## config.mk

```make
export PLATFORM = sky130hd
export DESIGN_NAME = bcd_convert_controller
export DESIGN_NICKNAME = d
export VERILOG_FILES = /design/src/rtl/bcd_convert_controller.sv
export SDC_FILE = /design/constraint.sdc
export NUM_CORES = 1
export LEC_CHECK = 0
export ABC_AREA = 1
export BUFFER_PORTS_ARGS = -buffer_cell sky130_fd_sc_hd__buf_2
export CAP_MARGIN = 20
export CORE_MARGIN = 3
export CORE_UTILIZATION = 39
export CTS_BUF_LIST = sky130_fd_sc_hd__clkbuf_2 sky130_fd_sc_hd__clkbuf_4 sky130_fd_sc_hd__clkbuf_8
export DETAILED_ROUTE_END_ITERATION = 12
export PLACE_DENSITY = 0.55
export SYNTH_ARGS = -nofsm -noshare
export SYNTH_HDL_FRONTEND = slang
export SYNTH_SLANG_ARGS = --single-unit
```

## constraint.sdc

```tcl
create_clock -name CLK -period 3.4 [get_ports CLK]
set_input_delay 0.68 -clock CLK [delete_from_list [all_inputs] [get_ports CLK]]
set_output_delay 0.68 -clock CLK [all_outputs]
set_load 0.05 [all_outputs]
```

## src/rtl/bcd_convert_controller.sv

```systemverilog
// Sequential BCD <-> excess-3 word converter: one digit per cycle through a
// single shared 4-bit converter, with an OR-accumulated invalid-digit flag.
module bcd_convert_controller #(
  parameter int NDIGITS = 4
) (
  input  logic                   CLK,
  input  logic                   RST_N,
  input  logic                   START,
  input  logic                   MODE,
  input  logic [4*NDIGITS-1:0]   DIN,
  output logic [4*NDIGITS-1:0]   DOUT,
  output logic                   BUSY,
  output logic                   DONE,
  output logic                   ERR
);

  localparam int W  = 4 * NDIGITS;
  localparam int IW = $clog2(NDIGITS) + 1;

  typedef enum logic [1:0] {S_IDLE, S_CONV, S_FIN} state_t;

  state_t         r_state;
  state_t         w_next;
  logic [IW-1:0]  r_idx;
  logic [W-1:0]   r_din;
  logic [W-1:0]   r_res;
  logic [W-1:0]   r_dout;
  logic           r_mode;
  logic           r_werr;
  logic           r_err;

  logic [3:0]     w_digit;
  logic [3:0]     w_conv;
  logic           w_bad;
  logic           w_last;
  logic [W-1:0]   w_resNext;

  always_ff @(posedge CLK or negedge RST_N) begin
    if (!RST_N) r_state <= S_IDLE;
    else        r_state <= w_next;
  end

  always_comb begin
    w_next = r_state;
    case (r_state)
      S_IDLE:  if (START)  w_next = S_CONV;
      S_CONV:  if (w_last) w_next = S_FIN;
      S_FIN:   w_next = S_IDLE;
      default: w_next = S_IDLE;
    endcase
  end

  assign w_last = (r_idx == IW'(NDIGITS - 1));

  always_comb begin
    w_digit = 4'h0;
    for (int i = 0; i < NDIGITS; i++) begin
      if (r_idx == IW'(i)) w_digit = r_din[4*i +: 4];
    end
  end

  // Invalid digits map to 4'hF and raise w_bad; arithmetic wraps mod 16.
  always_comb begin
    w_conv = 4'hF;
    w_bad  = 1'b0;
    if (!r_mode) begin
      if (w_digit <= 4'd9) w_conv = w_digit + 4'd3;
      else                 w_bad  = 1'b1;
    end else begin
      if (w_digit >= 4'd3 && w_digit <= 4'd12) w_conv = w_digit - 4'd3;
      else                                      w_bad  = 1'b1;
    end
  end

  always_comb begin
    w_resNext = r_res;
    for (int i = 0; i < NDIGITS; i++) begin
      if (r_idx == IW'(i)) w_resNext[4*i +: 4] = w_conv;
    end
  end

  // DOUT/ERR only change on the final digit, so they hold during a conversion.
  always_ff @(posedge CLK or negedge RST_N) begin
    if (!RST_N) begin
      r_idx  <= '0;
      r_din  <= '0;
      r_res  <= '0;
      r_mode <= 1'b0;
      r_werr <= 1'b0;
      r_dout <= '0;
      r_err  <= 1'b0;
    end else begin
      case (r_state)
        S_IDLE: begin
          if (START) begin
            r_din  <= DIN;
            r_mode <= MODE;
            r_idx  <= '0;
            r_res  <= '0;
            r_werr <= 1'b0;
          end
        end
        S_CONV: begin
          r_res  <= w_resNext;
          r_werr <= r_werr | w_bad;
          r_idx  <= r_idx + IW'(1);
          if (w_last) begin
            r_dout <= w_resNext;
            r_err  <= r_werr | w_bad;
          end
        end
        default: ;
      endcase
    end
  end

  assign DOUT = r_dout;
  assign ERR  = r_err;
  assign BUSY = (r_state == S_CONV);
  assign DONE = (r_state == S_FIN);

endmodule

```

# After elaboration in Yosys (flattened, before gate mapping)
# Index checks and enable logic that the tools add are counted.
[op_classes]
addsub = 3
magnitude_cmp = 3
n_eq_ne = 7
mux = 23
n_bitwise = 1
n_reduce_logical = 8
[ops]
columns = ["operator", "count"]
rows = [
  ["$mux 4", 11],
  ["$pmux 16 s2", 1],
  ["$mux 16", 1],
  ["$le 4x4->1 const B", 2],
  ["$reduce_and 2->1", 4],
  ["$eq 3x2->1 const B", 2],
  ["$pmux 3 s2", 1],
  ["$add 4x2->4 const B", 1],
  ["$ge 4x2->1 const B", 1],
  ["$mux 1", 4],
  ["$mux 2", 2],
  ["$pmux 2 s2", 1],
  ["$sub 4x2->4 const B", 1],
  ["$add 3x1->3 const B", 1],
  ["$eq 3x1->1 const B", 1],
  ["$logic_not 3->1", 1],
  ["$mux 3", 1],
  ["$eq 2x1->1 const B", 1],
  ["$eq 2x2->1 const B", 1],
  ["$logic_not 2->1", 1],
  ["$ne 2x1->1 const B", 1],
  ["$ne 2x2->1 const B", 1],
  ["$pmux 1 s2", 1],
  ["$reduce_bool 2->1", 1],
  ["2 further kinds", 2],
]
[word_totals]
register_bits = 56
input_bits = 20
wordCells = 53

# Depth between registers and ports, before layout
[logic_depth]
ltp_word = 11
depth_mapped = 17

# Least setup slack after synthesis
# No wires, ideal clock.
[synth_timing]
kind = "reg2reg"
from = "register r_idx[0]"
to = "register r_werr"
arrival_ps = 1972
slack_ps = 1310
path_stages_with_launch = 17
cell_sequence = "dfrtp_1 ha_1 ha_1 clkbuf_2 inv_1 nand2_1 inv_2 nand2_2 nand2_4 ha_1 inv_1 nand2_1 o21ai_1 nand2_1 nand3_2 a21oi_1 inv_1"
[synth_via]
elab_chain_cells = 11
[synth_lines]
columns = ["item", "line_no", "text"]
rows = [
  ["from (decl)", "24", "logic [IW-1:0] r_idx;"],
  ["from (signal assigned)", "106", "r_idx <= r_idx + IW'(1);"],
  ["$logic_not 3->1", "58", "if (r_idx == IW'(i)) w_digit = r_din[4*i +: 4];"],
  ["$mux 4 (3 in a row)", "58", ""],
  ["$mux 4 *", "58", ""],
  ["$ge 4x2->1 or $le 4x4->1 (tied branches)", "70", "if (w_digit >= 4'd3 && w_digit <= 4'd12) w_conv = w_digit - 4'd3;"],
  ["$logic_and 1x1->1", "70", ""],
  ["$mux 1", "70", ""],
  ["$mux 1 *", "66", "if (!r_mode) begin"],
  ["$or 1x1->1 *", "105", "r_werr <= r_werr | w_bad;"],
  ["$pmux 1 s2 *", "93", "case (r_state)"],
  ["to (signal assigned)", "105", ""],
  ["to (decl)", "29", "logic r_werr;"],
]
# Every way passes the cells marked *; elsewhere a longest branch is shown, timed or not.
# A chain may end at the register's enable or synchronous reset.

# Final worst setup path
[layout_timing]
from = "register r_idx[2]"
to = "register r_dout[15] (netlist: DOUT[15])"
[layout_via]
elab_chain_cells = 10
[layout_lines]
columns = ["item", "line_no", "text"]
rows = [
  ["$logic_not 3->1", "58", ""],
  ["$mux 4 (4 in a row)", "58", ""],
  ["$ge 4x2->1 or $le 4x4->1 (tied branches)", "70", ""],
  ["$logic_and 1x1->1", "70", ""],
  ["$mux 4", "70", ""],
  ["$mux 4", "66", ""],
  ["$mux 4", "78", "if (r_idx == IW'(i)) w_resNext[4*i +: 4] = w_conv;"],
  ["to (signal assigned)", "108", "r_dout <= w_resNext;"],
  ["to (decl)", "27", "logic [W-1:0] r_dout;"],
]
# Several ways; a longest one is shown, not always the timed one.

==> run_summary.xml <==
<?xml version="1.0" encoding="UTF-8"?>
<metrics>
  <group name="outcome">
    <metric name="status" unit="">complete, no violations</metric>
  </group>
  <group name="cells_and_area">
    <metric name="layout.cell_area.non_filler" unit="mm^2">0.003083</metric>
    <metric name="fin_nets" unit="">407</metric>
    <metric name="fillers" unit="">687</metric>
    <metric name="area_delta_synth_final" unit="%">14.60</metric>
    <metric name="ant_diodes" unit="">0</metric>
    <metric name="register_area" unit="mm^2">0.001301</metric>
    <metric name="finalCoreUtilization" unit="%">47.20</metric>
    <metric name="multi_input_area" unit="mm^2">0.001222</metric>
    <metric name="drive_above_1_share" unit="%">24.08</metric>
  </group>
  <group name="yosys">
    <metric name="async_flop_share" unit="%">100.0</metric>
    <metric name="synth_warnings" unit="">0</metric>
    <metric name="synth_top_area_cell" unit="">sky130_fd_sc_hd__dfrtp_1</metric>
    <metric name="ys_ff_latch" unit="">52</metric>
    <metric name="avgSynthCellArea" unit="um^2">7.912</metric>
    <metric name="syn_area" unit="mm^2">0.002690</metric>
    <metric name="syn_inst" unit="">340</metric>
    <metric name="dominantRegCellSynth" unit="">sky130_fd_sc_hd__dfrtp_1</metric>
    <metric name="netlist-cell-type-count" unit="">28</metric>
    <metric name="synth.area.top_cells" unit="">sky130_fd_sc_hd__dfrtp_1 (48%), sky130_fd_sc_hd__nand2_1 (18%), sky130_fd_sc_hd__nand3_1 (7.3%)</metric>
    <metric name="synth-edff-count" unit="">0</metric>
    <metric name="synth_sequential_area_ratio" unit="%">48.37</metric>
    <metric name="yosysTopAreaCellShare" unit="%">48.37</metric>
    <metric name="synth_fp_nets" unit="">366</metric>
  </group>
  <group name="global_route">
    <metric name="grt-ovfl-total" unit="">0</metric>
    <metric name="grt_antenna_before_repair" unit="">0</metric>
    <metric name="first_pass_grt_wire_length" unit="mm">10.53</metric>
    <metric name="first_global_vias" unit="">2091</metric>
    <metric name="grt_util_all_layers" unit="%">17.32</metric>
    <metric name="grt_max_degree" unit="">39</metric>
  </group>
  <group name="setup_path">
    <metric name="setup.worst_path.start_class" unit="">register</metric>
    <metric name="regToRegStartpoint" unit="">r_idx[2]</metric>
    <metric name="worstPathMaxFanout" unit="">18</metric>
    <metric name="critical_path_class" unit="">register to register</metric>
    <metric name="timing.critical_path.arrival" unit="ns">2.73</metric>
    <metric name="timing.critical_path.required" unit="ns">3.66</metric>
    <metric name="ff2ff_path_depth" unit="">8</metric>
    <metric name="crit-reg2reg-capture" unit="">DOUT[15]</metric>
    <metric name="crit_path_start" unit="">r_idx[2]</metric>
    <metric name="endpoint_kind" unit="">register</metric>
    <metric name="timing.reg2reg.setup_slack" unit="ns">0.93</metric>
  </group>
  <group name="clock_network">
    <metric name="clock_tree.root_cell" unit="">sky130_fd_sc_hd__clkbuf_8</metric>
    <metric name="cts_resized" unit="">0</metric>
    <metric name="clock_path_buffers" unit="">2</metric>
    <metric name="clock_latency" unit="ns">0.31</metric>
    <metric name="cts_tree" unit="">built</metric>
    <metric name="htreeDepth" unit="">2</metric>
    <metric name="postCtsSetupRepairBufs" unit="">0</metric>
    <metric name="postCtsHoldBufs" unit="">0</metric>
    <metric name="number_of_cts_inserted_buffers" unit="">5</metric>
    <metric name="numClockSinks" unit="">52</metric>
    <metric name="clk_pin_slew" unit="ns">0.10</metric>
  </group>
  <group name="drt">
    <metric name="routed_wire_length_per_instance" unit="um">13.44</metric>
    <metric name="detail-route-antenna-nets" unit="">0</metric>
    <metric name="drt_first_pass_iters" unit="">4</metric>
    <metric name="routed_wl" unit="mm">6.171</metric>
    <metric name="first_drt_iteration_drcs" unit="">141</metric>
    <metric name="vias" unit="">2244</metric>
    <metric name="routed_via_density" unit="">4.889</metric>
    <metric name="drc" unit="">0</metric>
  </group>
  <group name="floorplanning">
    <metric name="rows" unit="">29</metric>
    <metric name="die-width" unit="um">89.05</metric>
    <metric name="boundaryPins" unit="">39</metric>
    <metric name="floorplan.die_area" unit="mm^2">0.007930</metric>
    <metric name="fp.coreArea" unit="mm^2">0.006531</metric>
    <metric name="initial_core_util" unit="%">41.19</metric>
    <metric name="die_h" unit="um">89.05</metric>
  </group>
  <group name="timing">
    <metric name="finalSetupTns" unit="ns">0</metric>
    <metric name="timing.final.crit_share" unit="%">72.58</metric>
    <metric name="achievable-frequency" unit="MHz">405.2</metric>
    <metric name="final_period_minus_worst_setup_slack" unit="ns">2.468</metric>
    <metric name="grt_setup_unrepaired" unit="">no</metric>
    <metric name="tightestPinTransition" unit="ns">0.8853</metric>
    <metric name="finalClockSkew" unit="ns">0.006208</metric>
    <metric name="timing.slew.headroom" unit="%">40.98</metric>
    <metric name="drv_slew" unit="">0</metric>
    <metric name="finalHoldViolations" unit="">0</metric>
    <metric name="setup-violations-final" unit="">0</metric>
  </group>
  <group name="worst_hold_path">
    <metric name="timing.hold.worst.class" unit="">input port to asynchronous set/reset pin</metric>
  </group>
  <group name="run">
    <metric name="maxCapViolCount" unit="">0</metric>
  </group>
  <group name="place">
    <metric name="globalplace.congestion" unit="">0.8334</metric>
    <metric name="placed_area" unit="mm^2">0.002972</metric>
    <metric name="dp_hpwl" unit="mm">4.481</metric>
    <metric name="portBuffers" unit="">38</metric>
  </group>
</metrics>
-- worst max-delay path, stage by stage, from the launching register on --
cell                       delay, ns
sky130_fd_sc_hd__dfrtp_1        0.45
sky130_fd_sc_hd__inv_2          0.17
sky130_fd_sc_hd__ha_1           0.31
sky130_fd_sc_hd__inv_1          0.16
sky130_fd_sc_hd__nor2_2         0.12
sky130_fd_sc_hd__buf_4          0.24
sky130_fd_sc_hd__clkinv_1       0.48
sky130_fd_sc_hd__or2_4          0.43
sky130_fd_sc_hd__nand2_2        0.05
-- metrics by stage --
step | instances | worst slack [ns] | hold WS, ns
global placement | 451 | 0.8294 | 0.4521
global route | 459 | 0.6513 | 0.4938
CTS | 459 | 0.8329 | 0.4769
floorplan | 340 | 1.310 | 0.3844
detailed placement | 451 | 0.8555 | 0.4544
finish | 459 | 0.9322 | 0.4699
-- final cells by class --
class                      count  area share, %
multi-input combinational    247          39.65
inverter                      31          3.774
clock inverter                 2          1.136
timing repair buffer          44          7.630
clock buffer                   6          2.476
sequential                    52          42.21
tap                           77          3.125
-- synth_stat cells, types with 5 or more instances --
master / number
sky130_fd_sc_hd__clkbuf_1: 5
sky130_fd_sc_hd__dfrtp_1: 52
sky130_fd_sc_hd__ha_1: 6
sky130_fd_sc_hd__inv_1: 25
sky130_fd_sc_hd__nand2_1: 130
sky130_fd_sc_hd__nand2_2: 8
sky130_fd_sc_hd__nand2_4: 5
sky130_fd_sc_hd__nand3_1: 39
sky130_fd_sc_hd__nand4_1: 8
sky130_fd_sc_hd__nor2_1: 10
sky130_fd_sc_hd__o21ai_0: 10
sky130_fd_sc_hd__or2_2: 13
-- cell usage in the layout, fill, tap and decap left out, drive strengths merged --
master and n:
nand2 143, dfrtp 52, buf 44, nand3 42, inv 28, nor2 15, or2 14, o21ai 14
nand4 8, ha 6, clkbuf 6, clkinv 4, a21oi 2, nand3b 1, a21boi 1, o22ai 1
bufinv 1
-- registers in the layout (all words and copies together), names as in the netlist --
name	count
DOUT	16
r_mode	1
r_res	12
ERR	1
r_werr	1
r_idx	3
r_state	2
r_din	16
-- kinds of logic (layout without fill, tap and decap cells) --
family | count (synthesis) | count (layout) | synth area share [%]
fa+ha+maj | 6 | 6 | 2.791
flops | 52 | 52 | 48.37
buf+inv | 41 | 83 | 6.186
simple gates | 223 | 223 | 38.88
compound gates | 18 | 18 | 3.768
-- worst max path at each step --
| stage | endpoint | slack [ns] | cells past startpoint |
|---|---|---|---|
| 6_report | DOUT[15] | 0.93 | 8 |
| 5_1_grt | DOUT[0] | 0.65 | 16 |
| 4_1_cts | DOUT[15] | 0.83 | 8 |
| 3_5_place_dp | DOUT[15] | 0.86 | 8 |
| 3_3_place_gp | DOUT[15] | 0.83 | 8 |
| 2_1_floorplan | r_werr | 1.31 | 16 |
-- per-layer routing --
metal	GRT usage, %	vias to the layer above	wire (um)
met2	26.45	45	2726
met3	3.871	9	219
met4	5.007	0	79
met1	24.77	1036	3146
li1	-	1154	-
met5	0	-	0
Power is not shown: default switching activity piles up to over one toggle a cycle in this logic, so the estimate is an artifact.
